$ cat src/rtl/popcount_sequencer.sv
`default_nettype none
// ============================================================================
// Module      : popcount_sequencer
// Description : Frame-level ones counter. Each accepted DATA_W-bit word is
//               scanned one nibble per clock through a shared 4-bit popcount
//               stage. Counts accumulate (saturating) until the word tagged
//               in_last has been scanned. The frame total is then offered on
//               a valid/ready output together with a sticky overflow flag.
// Revision    : 1.0 - initial release
// ============================================================================
module popcount_sequencer #(
    parameter int DATA_W = 32,
    parameter int CNT_W  = 16
) (
    input  logic              clk,
    input  logic              rst_n,
    input  logic              clear,
    input  logic              in_valid,
    output logic              in_ready,
    input  logic [DATA_W-1:0] in_data,
    input  logic              in_last,
    output logic              out_valid,
    input  logic              out_ready,
    output logic [CNT_W-1:0]  out_count,
    output logic              out_overflow
);

    localparam int NIB   = DATA_W / 4;
    localparam int IDX_W = (NIB > 1) ? $clog2(NIB) : 1;

    localparam logic [IDX_W-1:0] C_IDX_LAST = IDX_W'(NIB - 1);
    localparam logic [CNT_W-1:0] C_CNT_MAX  = {CNT_W{1'b1}};
    localparam logic [CNT_W:0]   C_SUM_MAX  = {1'b0, C_CNT_MAX};

    typedef enum logic [1:0] {
        S_IDLE = 2'd0,
        S_SCAN = 2'd1,
        S_DONE = 2'd2
    } state_t;

    state_t              r_state;
    logic [DATA_W-1:0]   r_word;
    logic                r_last;
    logic [IDX_W-1:0]    r_idx;
    logic [CNT_W-1:0]    r_acc;
    logic                r_ovf;
    logic                r_in_ready;
    logic                r_out_valid;

    logic [3:0]          w_nib;
    logic [2:0]          w_pop;
    logic [CNT_W:0]      w_sum;
    logic                w_sat;

    // Shared popcount stage: select the current nibble and count its ones,
    // then form the one-bit-wider sum so saturation can be detected.
    always_comb begin
        w_nib = r_word[{r_idx, 2'b00} +: 4];
        w_pop = 3'(w_nib[0]) + 3'(w_nib[1]) + 3'(w_nib[2]) + 3'(w_nib[3]);
        w_sum = {1'b0, r_acc} + {{(CNT_W - 2){1'b0}}, w_pop};
        w_sat = (w_sum > C_SUM_MAX);
    end

    // A word offered while clear is high must never be taken.
    assign in_ready     = r_in_ready & ~clear;
    assign out_valid    = r_out_valid;
    assign out_count    = r_acc;
    assign out_overflow = r_ovf;

    // Frame sequencer: accept word, scan its nibbles, present the frame total.
    always_ff @(posedge clk or negedge rst_n) begin
        if (!rst_n) begin
            r_state     <= S_IDLE;
            r_word      <= '0;
            r_last      <= 1'b0;
            r_idx       <= '0;
            r_acc       <= '0;
            r_ovf       <= 1'b0;
            r_in_ready  <= 1'b1;
            r_out_valid <= 1'b0;
        end else if (clear) begin
            // Abort wins over everything, including a same-cycle handshake.
            r_state     <= S_IDLE;
            r_idx       <= '0;
            r_acc       <= '0;
            r_ovf       <= 1'b0;
            r_in_ready  <= 1'b1;
            r_out_valid <= 1'b0;
        end else begin
            case (r_state)
                S_IDLE: begin
                    if (in_valid && in_ready) begin
                        r_word     <= in_data;
                        r_last     <= in_last;
                        r_idx      <= '0;
                        r_in_ready <= 1'b0;
                        r_state    <= S_SCAN;
                    end
                end
                S_SCAN: begin
                    if (w_sat) begin
                        r_acc <= C_CNT_MAX;
                        r_ovf <= 1'b1;
                    end else begin
                        r_acc <= w_sum[CNT_W-1:0];
                    end
                    if (r_idx == C_IDX_LAST) begin
                        r_idx <= '0;
                        if (r_last) begin
                            r_out_valid <= 1'b1;
                            r_state     <= S_DONE;
                        end else begin
                            r_in_ready  <= 1'b1;
                            r_state     <= S_IDLE;
                        end
                    end else begin
                        r_idx <= r_idx + 1'b1;
                    end
                end
                S_DONE: begin
                    if (out_ready) begin
                        r_acc       <= '0;
                        r_ovf       <= 1'b0;
                        r_out_valid <= 1'b0;
                        r_in_ready  <= 1'b1;
                        r_state     <= S_IDLE;
                    end
                end
                default: begin
                    r_state     <= S_IDLE;
                    r_in_ready  <= 1'b1;
                    r_out_valid <= 1'b0;
                end
            endcase
        end
    end

endmodule
`default_nettype wire

$ cat config.mk
export PLATFORM = sky130hd
export DESIGN_NAME = popcount_sequencer
export DESIGN_NICKNAME = d
export VERILOG_FILES = /design/src/rtl/popcount_sequencer.sv
export SDC_FILE = /design/constraint.sdc
export NUM_CORES = 1
export LEC_CHECK = 0
export BUFFER_PORTS_ARGS = -buffer_cell sky130_fd_sc_hd__buf_2
export CORE_MARGIN = 2
export CORE_UTILIZATION = 40
export CTS_BUF_LIST = sky130_fd_sc_hd__clkbuf_4
export CTS_CLUSTER_DIAMETER = 200
export DETAILED_ROUTE_END_ITERATION = 6
export GPL_ROUTABILITY_DRIVEN = 0
export SLEW_MARGIN = 20
export SYNTH_ARGS = -nofsm -noshare
export SYNTH_HDL_FRONTEND = slang
export SYNTH_SLANG_ARGS = --single-unit
$ cat constraint.sdc
create_clock -name clk -period 9.9 [get_ports clk]
set_input_delay 0.495 -clock clk [delete_from_list [all_inputs] [get_ports clk]]
set_output_delay 0.495 -clock clk [all_outputs]
set_load 0.005 [all_outputs]
Yosys cells after proc, flatten, opt, wreduce, memory -nomap -nowiden
Index checks and enable logic that the tools add are counted.
{"block": "totals", "ff_bits": 57, "inputBits": 38, "word_cells": 66}
{"block": "op_classes", "add_sub_neg": 5, "order_cmp": 1, "n_eq_ne": 10, "n_shift": 1, "mux": 28, "bitwise_logic": 2, "n_reduce_logical": 11}
{"op": "16-bit two-way mux", "count": 3}
{"op": "16-bit one-hot mux with 2 select lines", "count": 1}
{"op": "32-bit by 6-bit indexed part select with 4-bit output", "count": 1}
{"op": "3-bit inequality test (second input constant)", "count": 6}
{"op": "16-bit by 3-bit adder with 17-bit output", "count": 1}
{"op": "17-bit by 16-bit greater-than comparator with 1-bit output (second input constant)", "count": 1}
{"op": "1-bit two-way mux", "count": 11}
{"op": "2-bit two-way mux", "count": 5}
{"op": "3-bit two-way mux", "count": 3}
{"op": "3-bit AND reduction", "count": 3}
{"op": "4-bit AND reduction", "count": 2}
{"op": "1-bit one-hot mux with 3 select lines", "count": 2}
{"op": "2-bit one-hot mux with 3 select lines", "count": 1}
{"op": "3-bit one-hot mux with 2 select lines", "count": 1}
{"op": "3-bit nonzero test", "count": 2}
{"op": "2-bit AND reduction", "count": 2}
{"op": "2-bit by 1-bit adder with 3-bit output", "count": 1}
{"op": "3-bit by 1-bit adder with 3-bit output", "count": 1}
{"op": "3-bit by 1-bit adder with 3-bit output (second input constant)", "count": 1}
{"op": "3-bit equality test (second input constant)", "count": 1}
{"op": "1-bit by 1-bit adder with 2-bit output", "count": 1}
{"op": "2-bit by 1-bit equality test with 1-bit output (second input constant)", "count": 1}
{"op": "2-bit equality test (second input constant)", "count": 1}
{"op": "2-bit logical NOT", "count": 1}
{"op": "other kinds (5)", "count": 5}

Logic depth before layout (Yosys ltp)
Gate-level depths: netlist of the first run.
{"block": "logic_depth", "depth_word": 9, "mapped_depth": 11}

Worst setup path after synthesis of the first run
OpenSTA, ideal clock, no wires.
{"block": "synth_timing", "path_type": "register to register", "start": "register r_idx[0]", "end": "register r_acc[2] (netlist: out_count[2])", "setup_ns": 0.134, "arrival_ns": 3.469, "required_ns": 9.766, "path_slack_ns": 6.296, "path_stages_with_launch": 12, "cell_sequence": "dfrtp_1 -> buf_2 -> mux4_2 -> mux2_2 -> fa_1 -> fa_1 -> fa_1 -> clkbuf_1 -> and4_1 -> nand2b_1 -> buf_2 -> o211ai_1"}
{"block": "synth_between", "elab_chain_len": 9}
{"item": "from (decl)", "line_no": "44", "rtl": "logic [IDX_W-1:0] r_idx;"}
{"item": "from (signal assigned)", "line_no": "117", "rtl": "r_idx <= r_idx + 1'b1;"}
{"item": "32-bit by 6-bit indexed part select with 4-bit output (*)", "line_no": "58", "rtl": "w_nib = r_word[{r_idx, 2'b00} +: 4];"}
{"item": "1-bit by 1-bit adder with 2-bit output", "line_no": "59", "rtl": "w_pop = 3'(w_nib[0]) + 3'(w_nib[1]) + 3'(w_nib[2]) + 3'(w_nib[3]);"}
{"item": "2-bit by 1-bit adder with 3-bit output", "line_no": "59"}
{"item": "3-bit by 1-bit adder with 3-bit output (*)", "line_no": "59"}
{"item": "16-bit by 3-bit adder with 17-bit output (*)", "line_no": "60", "rtl": "w_sum = {1'b0, r_acc} + {{(CNT_W - 2){1'b0}}, w_pop};"}
{"item": "17-bit by 16-bit greater-than comparator with 1-bit output", "line_no": "61", "rtl": "w_sat = (w_sum > C_SUM_MAX);"}
{"item": "16-bit two-way mux (*)", "line_no": "101", "rtl": "if (w_sat) begin"}
{"item": "16-bit one-hot mux with 2 select lines (*)", "line_no": "90", "rtl": "case (r_state)"}
{"item": "16-bit two-way mux (*)", "line_no": "81", "rtl": "end else if (clear) begin"}
{"item": "to (signal assigned)", "line_no": "105", "rtl": "r_acc <= w_sum[CNT_W-1:0];"}
{"item": "to (decl)", "line_no": "45", "rtl": "logic [CNT_W-1:0] r_acc;"}
Every way passes the cells marked *; elsewhere a longest branch is shown, timed or not.
A chain may end at the register's enable or synchronous reset.

Final worst setup path of the first run
{"block": "layout_timing", "start": "register r_idx[0]", "end": "register r_acc[4] (netlist: out_count[4])"}
Same word-level chain as after synthesis.

==> results.txt, run 1 <==
leak pwr = 1.55 nW
Max-cap violations = 0
RSZ-0062 raised after global routing = false
sw frac = 30.6%
Tightest Hold Check Type = in2async
Comb power frac = 25.4%
skew final = 0.00695 ns
Simple-Gate Fraction of Synth Area = 11.6%
TritonCTS clock tree = built
Hold Fails Final Rpt = 0
distinct cell type count after synthesis = 49
Post-Syn Nets = 278
Initial Util = 41.0%
via count = 2093
outcome = finished, final reports clean
critical path startpoint category = flop
Inst Count DP = 374
Worst VDD drop = 0.104 mV
Switch Pwr = 0.196 mW
worst-path maximum fanout = 15
Synth Area in Adders = 3.32%
Slew Limit Fails = 0
Synth Register Bits = 57
# H-tree levels = 3
Die Span X = 89.8 um
Worst slew margin = 51.7%
main combinational cell family by area after synthesis = multiplexers
CP Capture Type = flop
internal power = 0.444 mW
f_max = 238 MHz
Worst-Margin Slew = 0.724 ns
floorplan row count = 31
Pre-antenna DRT Iters = 4
count of input and output buffers = 56
clock share of power = 24.3%
fraction of registers with async set/reset = 100%
full die area = 0.00806 sq mm
synth warn = 0
clock latency on the worst-skew pair = 0.39 ns
clock-pin slew on the worst setup and hold paths = 0.09 ns
fillers = 683
Hold-fix buffers, CTS = 0
first-pass GRT wire length = 10400 um
Non-Filler Instances = 389
Detailed Place HPWL = 4290 um
Tot GR Track Use = 16.3%
Avg Vias per Cell = 5.38
TritonCTS Buffers = 9
final setup vio count = 0
CP Class = reg2reg
Post-Syn Area = 0.00294 sq mm
pin count of the biggest net entering global routing = 58
Antenna Nets Post-Route = 0
total power = 0.640 mW
share of cells above drive strength 1 = 32.1%
post-synthesis xor/xnor area fraction = 0%
CTS Sinks = 57
initial antenna violation count = 0
die height = 89.8 um
Synth Flop Type = dfrtp_1
Seq pwr share = 50.4%
post-CTS setup buffers = 0
post-synthesis compound-gate area fraction = 11.5%
DRC viols = 0
post-synthesis sequential area ratio = 48.5%
post-synthesis cell count = 234
cell area after placement = 0.00324 sq mm
nets = 330
CP arrival = 4.43 ns
Core ar. = 0.00718 sq mm
post-synthesis mux area share = 20.6%
post-CTS sizing = 0
Routed WL = 6110 um
critical path data required time = 10.12 ns
vias in the first global route = 2118
fin crit period = 4.21 ns
Wirelength per Cell = 15.7 um
area grow syn2layout = 14.2%
Post-synth EDFFs = 0
sum of negative setup slack = 0 ns
Top-Level Pins = 57
period utilisation layout = 42.5%
CTS root buf = clkbuf_4
Overflow after GRT = 0
fin area = 0.00336 sq mm
clk buf depth = 2
Pwr Density = 190 mW/mm^2
post-synthesis area per instance = 12.6 sq um
Iteration-0 DRC Markers = 111
antenna cells = 0
commonest cells after routing, fill and taps aside = buf_2, dfrtp_1, mux2_1, nand2_1
-- final cells by class --
cell class	instances	area, sq um	share of cell area, %
sequential	57	1430	42.5
inverter	2	7.51	0.223
clock inverter	6	50.0	1.49
tap	99	124	3.69
timing repair buffer	58	295	8.79
clock buffer	9	67.6	2.01
multi-input combinational	158	1390	41.3
-- routing by layer --
metal  vias up  GRT usage [%]  part of all wire [%]
li1        992              -                     -
met1      1040           21.9                    46
met2        57           25.0                    48
met3         4           5.70                   4.8
met4         0           5.38                  0.90
met5         -              0                     0
-- cell usage after synthesis, types with 5 or more instances --
cell type	count	area share (%)
nand4_1	7	1.5
a31oi_1	7	1.5
a21oi_1	6	1.0
o21ai_0	9	1.5
buf_2	5	0.85
nor2_1	9	1.1
dfrtp_1	56	48
mux2_2	7	2.7
mux4_2	8	6.1
o311ai_1	5	1.5
buf_6	6	2.3
nand2_1	14	1.8
mux2_1	30	11
-- power by group through the flow --
| stage | logic (mW) | clock network, mW | registers (mW) |
|---|---|---|---|
| 2_1_floorplan | 0.134 | 0 | 0.308 |
| 3_3_place_gp | 0.159 | 0 | 0.328 |
| 3_5_place_dp | 0.166 | 0 | 0.328 |
| 4_1_cts | 0.166 | 0.161 | 0.324 |
| 5_1_grt | 0.184 | 0.174 | 0.330 |
| 6_report | 0.162 | 0.155 | 0.322 |
-- critical path, cell delays in order, from the launching register on --
cell and delay [ns]:
dfrtp_1 0.70, mux4_2 0.58, mux2_2 0.29, fa_1 0.50, fa_1 0.48, fa_1 0.53, and4_1 0.24, nand2b_1 0.46
o311ai_0 0.27
-- registers in the layout (all words and copies together), names as in the netlist --
name	count
r_word	32
out_count	16
r_idx	3
r_state	2
out_overflow	1
out_valid	1
r_in_ready	1
r_last	1
-- final timing paths --
check                                to  slack (ns)  cells after the start    startpoint
setup / recovery           out_count[4]        5.69                      8      r_idx[0]
hold / removal             out_overflow        0.24                      2         rst_n
setup reg to reg           out_count[4]        5.69                      8      r_idx[0]
hold reg to reg            out_overflow        0.48                      2  out_overflow
max in group asynchronous    r_word[22]        9.18                      2         rst_n
min in group clk             r_word[12]        0.31                      2   in_data[12]
-- logic make-up (layout without fill, tap and decap cells) --
family / Yosys count / in the layout
compound gates: 47 / 47
fa+ha+maj: 6 / 6
buf+inv: 19 / 75
flops: 57 / 57
mux: 46 / 46
simple gates: 59 / 59
-- through the flow --
step / hold WS (ns) / util (%) / setup slack (ns)
2_1_floorplan: 0.199 / - / 6.30
3_3_place_gp: 0.463 / 45.2 / 5.80
3_5_place_dp: 0.473 / 45.2 / 5.73
4_1_cts: 0.247 / 46.8 / 5.66
5_1_grt: 0.260 / 46.8 / 5.45
6_report: 0.240 / 46.8 / 5.69
No activity file was read; power rests on OpenSTA's default activity.
==> run 2: changes to the inputs <==
- ABC_AREA: unset -> 1
- clock period: 9.9 -> 3.6 ns (I/O delays scaled with it)
==> results.txt, run 2 <==
outcome = finished, final reports clean
fillers = 697
period utilisation layout = 91.2%
Util after Layout = 53.5%
synth warn = 0
Die Span X = 91.2 um
Max-cap violations = 0
worst setup margin = 0.318 ns
Place WS = 0.216 ns
die height = 91.2 um
Seq pwr share = 43.6%
area taken by multi-input logic gates = 0.00146 sq mm
pin count of the biggest net entering global routing = 36
CP arrival = 3.56 ns
initial antenna violation count = 0
most instantiated library cell after synthesis = nand2_1
post-synthesis cell count = 339
number of flip-flops in the largest register = 32
Antenna Nets Post-Route = 0
area grow syn2layout = 28.3%
Avg Vias per Cell = 4.88
fin crit period = 3.28 ns
Post-synth EDFFs = 0
Iteration-0 DRC Markers = 157
worst-path cell chain = inv_4, nor2_1, o21ai_0, a21oi_1, a31oi_1, fa_1, fa_1, fa_1, nand2_2, nor2_4, nand4_2, inv_2, o21ai_0, o21ai_0
min-delay src = in_data[14]
nets = 475
CTS root buf = clkbuf_4
Tot GR Track Use = 18.0%
Worst slew margin = 55.6%
floorplan row count = 31
Hold Path End = r_word[14]
CTS Sinks = 57
clock share of power = 25.4%
Worst VDD drop = 0.317 mV
Tightest Hold Check Type = in2reg
clock-pin slew on the worst setup and hold paths = 0.10 ns
Post-Syn Area = 0.00304 sq mm
share of cells above drive strength 1 = 27.5%
Synth Register Bits = 57
count of input and output buffers = 56
# H-tree levels = 3
Storage cell area = 0.00143 sq mm
Slew Limit Fails = 0
Worst-Margin Slew = 0.667 ns
leak pwr = 1.92 nW
most common cell after layout, fill and taps aside = nand2_1
sw frac = 32.1%
Switch Pwr = 0.760 mW
Wirelength per Cell = 13.0 um
final setup vio count = 0
Worst R2R Setup Slack = 0.32 ns
distinct cell type count after synthesis = 31
CP Capture Type = flop
worst-path maximum fanout = 17
antenna cells = 0
skew final = 0.0149 ns
f_max = 305 MHz
first-pass GRT wire length = 11900 um
critical path data required time = 3.88 ns
Synth area leader = dfrtp_1
register name with the most flops = r_word
Hold Fails Final Rpt = 0
critical path's largest stage delay = 0.49 ns
fraction of registers with async set/reset = 100%
Comb power frac = 31.0%
critical path startpoint = r_idx[0]
post-CTS setup buffers = 0
cell area after placement = 0.00340 sq mm
reg2reg path depth = 14
Core ar. = 0.00729 sq mm
clk buf depth = 2
RSZ-0062 raised after global routing = false
via count = 2610
Pre-antenna DRT Iters = 4
Synth Flop Type = dfrtp_1
vias in the first global route = 2516
Crit-path slowest cell = dfrtp_2
WHS = 0.0167 ns
most common library cells after synthesis = nand2_1, dfrtp_1, mux2_2
Pwr Density = 607 mW/mm^2
DRC viols = 0
TritonCTS Buffers = 9
Overflow after GRT = 0
critical path startpoint category = flop
Initial Util = 41.7%
clock latency on the worst-skew pair = 0.40 ns
CP Class = reg2reg
Top-Level Pins = 57
Detailed Place HPWL = 4820 um
post-synthesis sequential area ratio = 47.0%
r2r endpoint = out_count[3]
full die area = 0.00831 sq mm
fin area = 0.00390 sq mm
internal power = 1.61 mW
post-synthesis area per instance = 8.97 sq um
commonest cells after routing, fill and taps aside = nand2_1, buf_2, dfrtp_1, mux2_2, dlygate4sd3_1
post-synth top area share = 46.1%
ranking of synthesized cells by area = dfrtp_1, nand2_1, mux2_2
sum of negative setup slack = 0 ns
Post-Syn Nets = 383
TritonCTS clock tree = built
Routed WL = 6950 um
Hold Path Depth = 2
FF-to-FF Start = r_idx[0]
==> run 2: kinds of logic after synthesis <==
| group | after synthesis | synth area share, % |
|---|---|---|
| simple gates | 161 | 22.7 |
| flops | 57 | 47.0 |
| compound gates | 43 | 7.74 |
| mux | 33 | 12.2 |
| buf+inv | 32 | 5.14 |
| xor+xnor | 7 | 2.02 |
| fa+ha+maj | 6 | 3.21 |
==> run 2: worst max-delay path: cells and delay by family (launching register included) <==
family / cells / cell delay [ns]
fa+ha+maj: 3 / 1.37
simple gates: 4 / 0.41
flops: 1 / 0.49
compound gates: 5 / 0.64
buf+inv: 2 / 0.25
==> run 2: layout make-up <==
class / instances / area share (%)
multi-input cells: 250 / 37.3
flip-flops and latches: 57 / 36.6
repair buffers: 91 / 15.9
well taps: 99 / 3.18
clock inverters: 6 / 2.73
inverters: 22 / 2.28
clock buffers: 10 / 1.92
==> run 2: worst max path at each step <==
stage	to	cells past startpoint
after floorplan	out_count[3]	16
after global placement	out_count[1]	14
after detailed placement	out_count[3]	14
after CTS	out_count[3]	14
after global routing	out_count[2]	14
final	out_count[3]	14
==> run 2: stage by stage <==
| step | cells | power (mW) |
|---|---|---|
| global placement | 488 | 1.77 |
| CTS | 531 | 2.39 |
| detailed placement | 488 | 1.76 |
| finish | 535 | 2.37 |
| floorplan | 339 | 1.55 |
| global route | 535 | 2.56 |
==> run 2: timing repair <==
item                                    4_1_cts  5_1_grt
gates resized for setup                       0        3
hold endpoints to repair                     50        4
hold buffers                                 27        4
endpoints found under the setup margin        0       11
==> run 2: power groups by stage <==
| stage | logic (mW) | registers, mW | clock network, mW |
|---|---|---|---|
| floorplan | 0.579 | 0.973 | 0 |
| detailed placement | 0.715 | 1.04 | 0 |
| global placement | 0.723 | 1.04 | 0 |
| global route | 0.848 | 1.06 | 0.656 |
| CTS | 0.739 | 1.03 | 0.617 |
| finish | 0.733 | 1.03 | 0.601 |
==> run 2: layer usage <==
metal | GRT usage [%] | vias to the layer above | wire length [um]
met4 | 7.20 | 0 | 143
met2 | 28.1 | 58 | 3200
met5 | 0 | - | 0
met1 | 24.4 | 1239 | 3300
li1 | - | 1300 | -
met3 | 3.90 | 13 | 302
==> run 3: changes to the inputs <==
==> constraint.sdc (replaced) <==
create_clock -name clk -period 3.6 [get_ports clk]
set_input_delay 0.72 -clock clk [delete_from_list [all_inputs] [get_ports clk]]
set_output_delay 0.72 -clock clk [all_outputs]
set_load 0.005 [all_outputs]
==> results.txt, run 3 (synthesis results as in run 2) <==
leak pwr = 1.78 nW
Inst Count DP = 489
Top-Level Pins = 57
Antenna Nets Post-Route = 0
fin crit period = 3.32 ns
area grow syn2layout = 17.5%
count of input and output buffers = 56
critical path data required time = 3.88 ns
Worst VDD drop = 0.324 mV
Crit-path slowest cell = dfrtp_2
number of flip-flops in the largest register = 32
CP arrival = 3.60 ns
worst-path maximum fanout = 17
Wirelength per Cell = 13.1 um
clock latency on the worst-skew pair = 0.40 ns
Non-Filler Instances = 506
commonest cells after routing, fill and taps aside = nand2_1, buf_2, dfrtp_1, mux2_2, o21ai_0
period utilisation layout = 92.3%
Routed WL = 6620 um
full die area = 0.00831 sq mm
DRC viols = 0
Worst-Margin Slew = 0.738 ns
register name with the most flops = r_word
Die Span X = 91.2 um
Tot GR Track Use = 17.3%
vias in the first global route = 2444
pin count of the biggest net entering global routing = 36
floorplan row count = 31
Crit path max-delay family = adder cells
critical path's largest stage delay = 0.49 ns
TritonCTS Buffers = 9
antenna cells = 0
Tightest Hold Check Type = in2async
Core ar. = 0.00729 sq mm
Initial Util = 41.7%
Worst slew margin = 50.8%
Iteration-0 DRC Markers = 183
via count = 2475
skew final = 0.0162 ns
worst-path cell chain = inv_4, nor2_1, o21ai_0, a21oi_1, a31oi_1, fa_1, fa_1, fa_1, nand2_2, nor2_4, nand4_2, inv_2, o21ai_0, o21ai_0
first-pass GRT wire length = 11400 um
Hold Fails Final Rpt = 0
# H-tree levels = 3
final setup vio count = 0
Pre-antenna DRT Iters = 4
Slew Limit Fails = 0
most common cell after layout, fill and taps aside = nand2_1
critical path startpoint = r_idx[0]
Max-cap violations = 0
total power = 2.26 mW
CTS root buf = clkbuf_4
die height = 91.2 um
f_max = 301 MHz
sum of negative setup slack = 0 ns
Hold-fix buffers, CTS = 0
RSZ-0062 raised after global routing = false
CP Capture Type = flop
TritonCTS clock tree = built
initial antenna violation count = 0
Overflow after GRT = 0
FF-to-FF Start = r_idx[0]
Place WS = 0.234 ns
Pwr Density = 632 mW/mm^2
share of cells above drive strength 1 = 29.5%
Avg Vias per Cell = 4.89
nets = 446
clock-pin slew on the worst setup and hold paths = 0.10 ns
CTS Sinks = 57
outcome = finished, final reports clean
Detailed Place HPWL = 4970 um
critical path startpoint category = flop
CP Class = reg2reg
crit path buf inv count = 2
clk buf depth = 2
Util after Layout = 49.0%
worst setup margin = 0.277 ns
## run 3: cell types whose count changed in the layout (fill, tap and decap cells not counted), sizes merged
cell,delta
clkbuf,-1
clkinv,+3
bufinv,-1
buf,+2
clkinvlp,-1
dlygate4sd3,-31
## run 3: worst register-to-register path: cells and delay by family (launching register included)
family | cells | cell delay [ns]
AO/OA/AOI/OAI | 5 | 0.68
flip-flops | 1 | 0.49
adder cells (fa/ha/maj) | 3 | 1.37
buffers and inverters | 2 | 0.24
AND/OR/NAND/NOR | 4 | 0.41
## run 3: worst paths after layout
| check | endpoint | slack (ns) | depth (start not counted) |
|---|---|---|---|
| worst max-delay path | out_count[3] | 0.28 | 14 |
| worst min-delay path | r_word[22] | 0.38 | 1 |
| worst max register to register | out_count[3] | 0.28 | 14 |
| worst min register to register | out_overflow | 0.50 | 2 |
| max in group asynchronous | r_idx[0] | 2.53 | 2 |
| min in group clk | out_overflow | 0.50 | 2 |
## run 3: final cells by class
| class | count | area [sq um] |
|---|---|---|
| Fill cell | 721 | 3720 |
| Multi-Input combinational cell | 250 | 1460 |
| Sequential cell | 57 | 1430 |
| Timing Repair Buffer | 62 | 325 |
| Tap cell | 99 | 124 |
| Clock inverter | 7 | 85.1 |
| Inverter | 22 | 85.1 |
| Clock buffer | 9 | 67.6 |
## run 3: where the power goes
part	internal, mW	switching, mW	leakage [nW]
sequential	0.869	0.161	0.713
combinational	0.366	0.351	0.991
clock	0.275	0.234	0.0808
## run 3: what timing repair did
item	CTS	global route
buffers inserted	0	1
resized for setup	0	2
setup endpoints to repair	0	8
## run 3: metal layers
layer / vias to the layer above / global-route usage, % / part of all wire, %
met5: - / 0 / 0
met4: 0 / 5.56 / 1.2
met3: 8 / 4.98 / 5.0
met2: 62 / 27.0 / 46
met1: 1160 / 23.4 / 48
li1: 1245 / - / -
## run 3: stage by stage
step | cell area, sq um | hold WS [ns]
2_1_floorplan | 3040 | 0.424
3_3_place_gp | 3410 | 0.470
3_5_place_dp | 3410 | 0.479
4_1_cts | 3560 | 0.383
5_1_grt | 3570 | 0.416
6_report | 3570 | 0.375
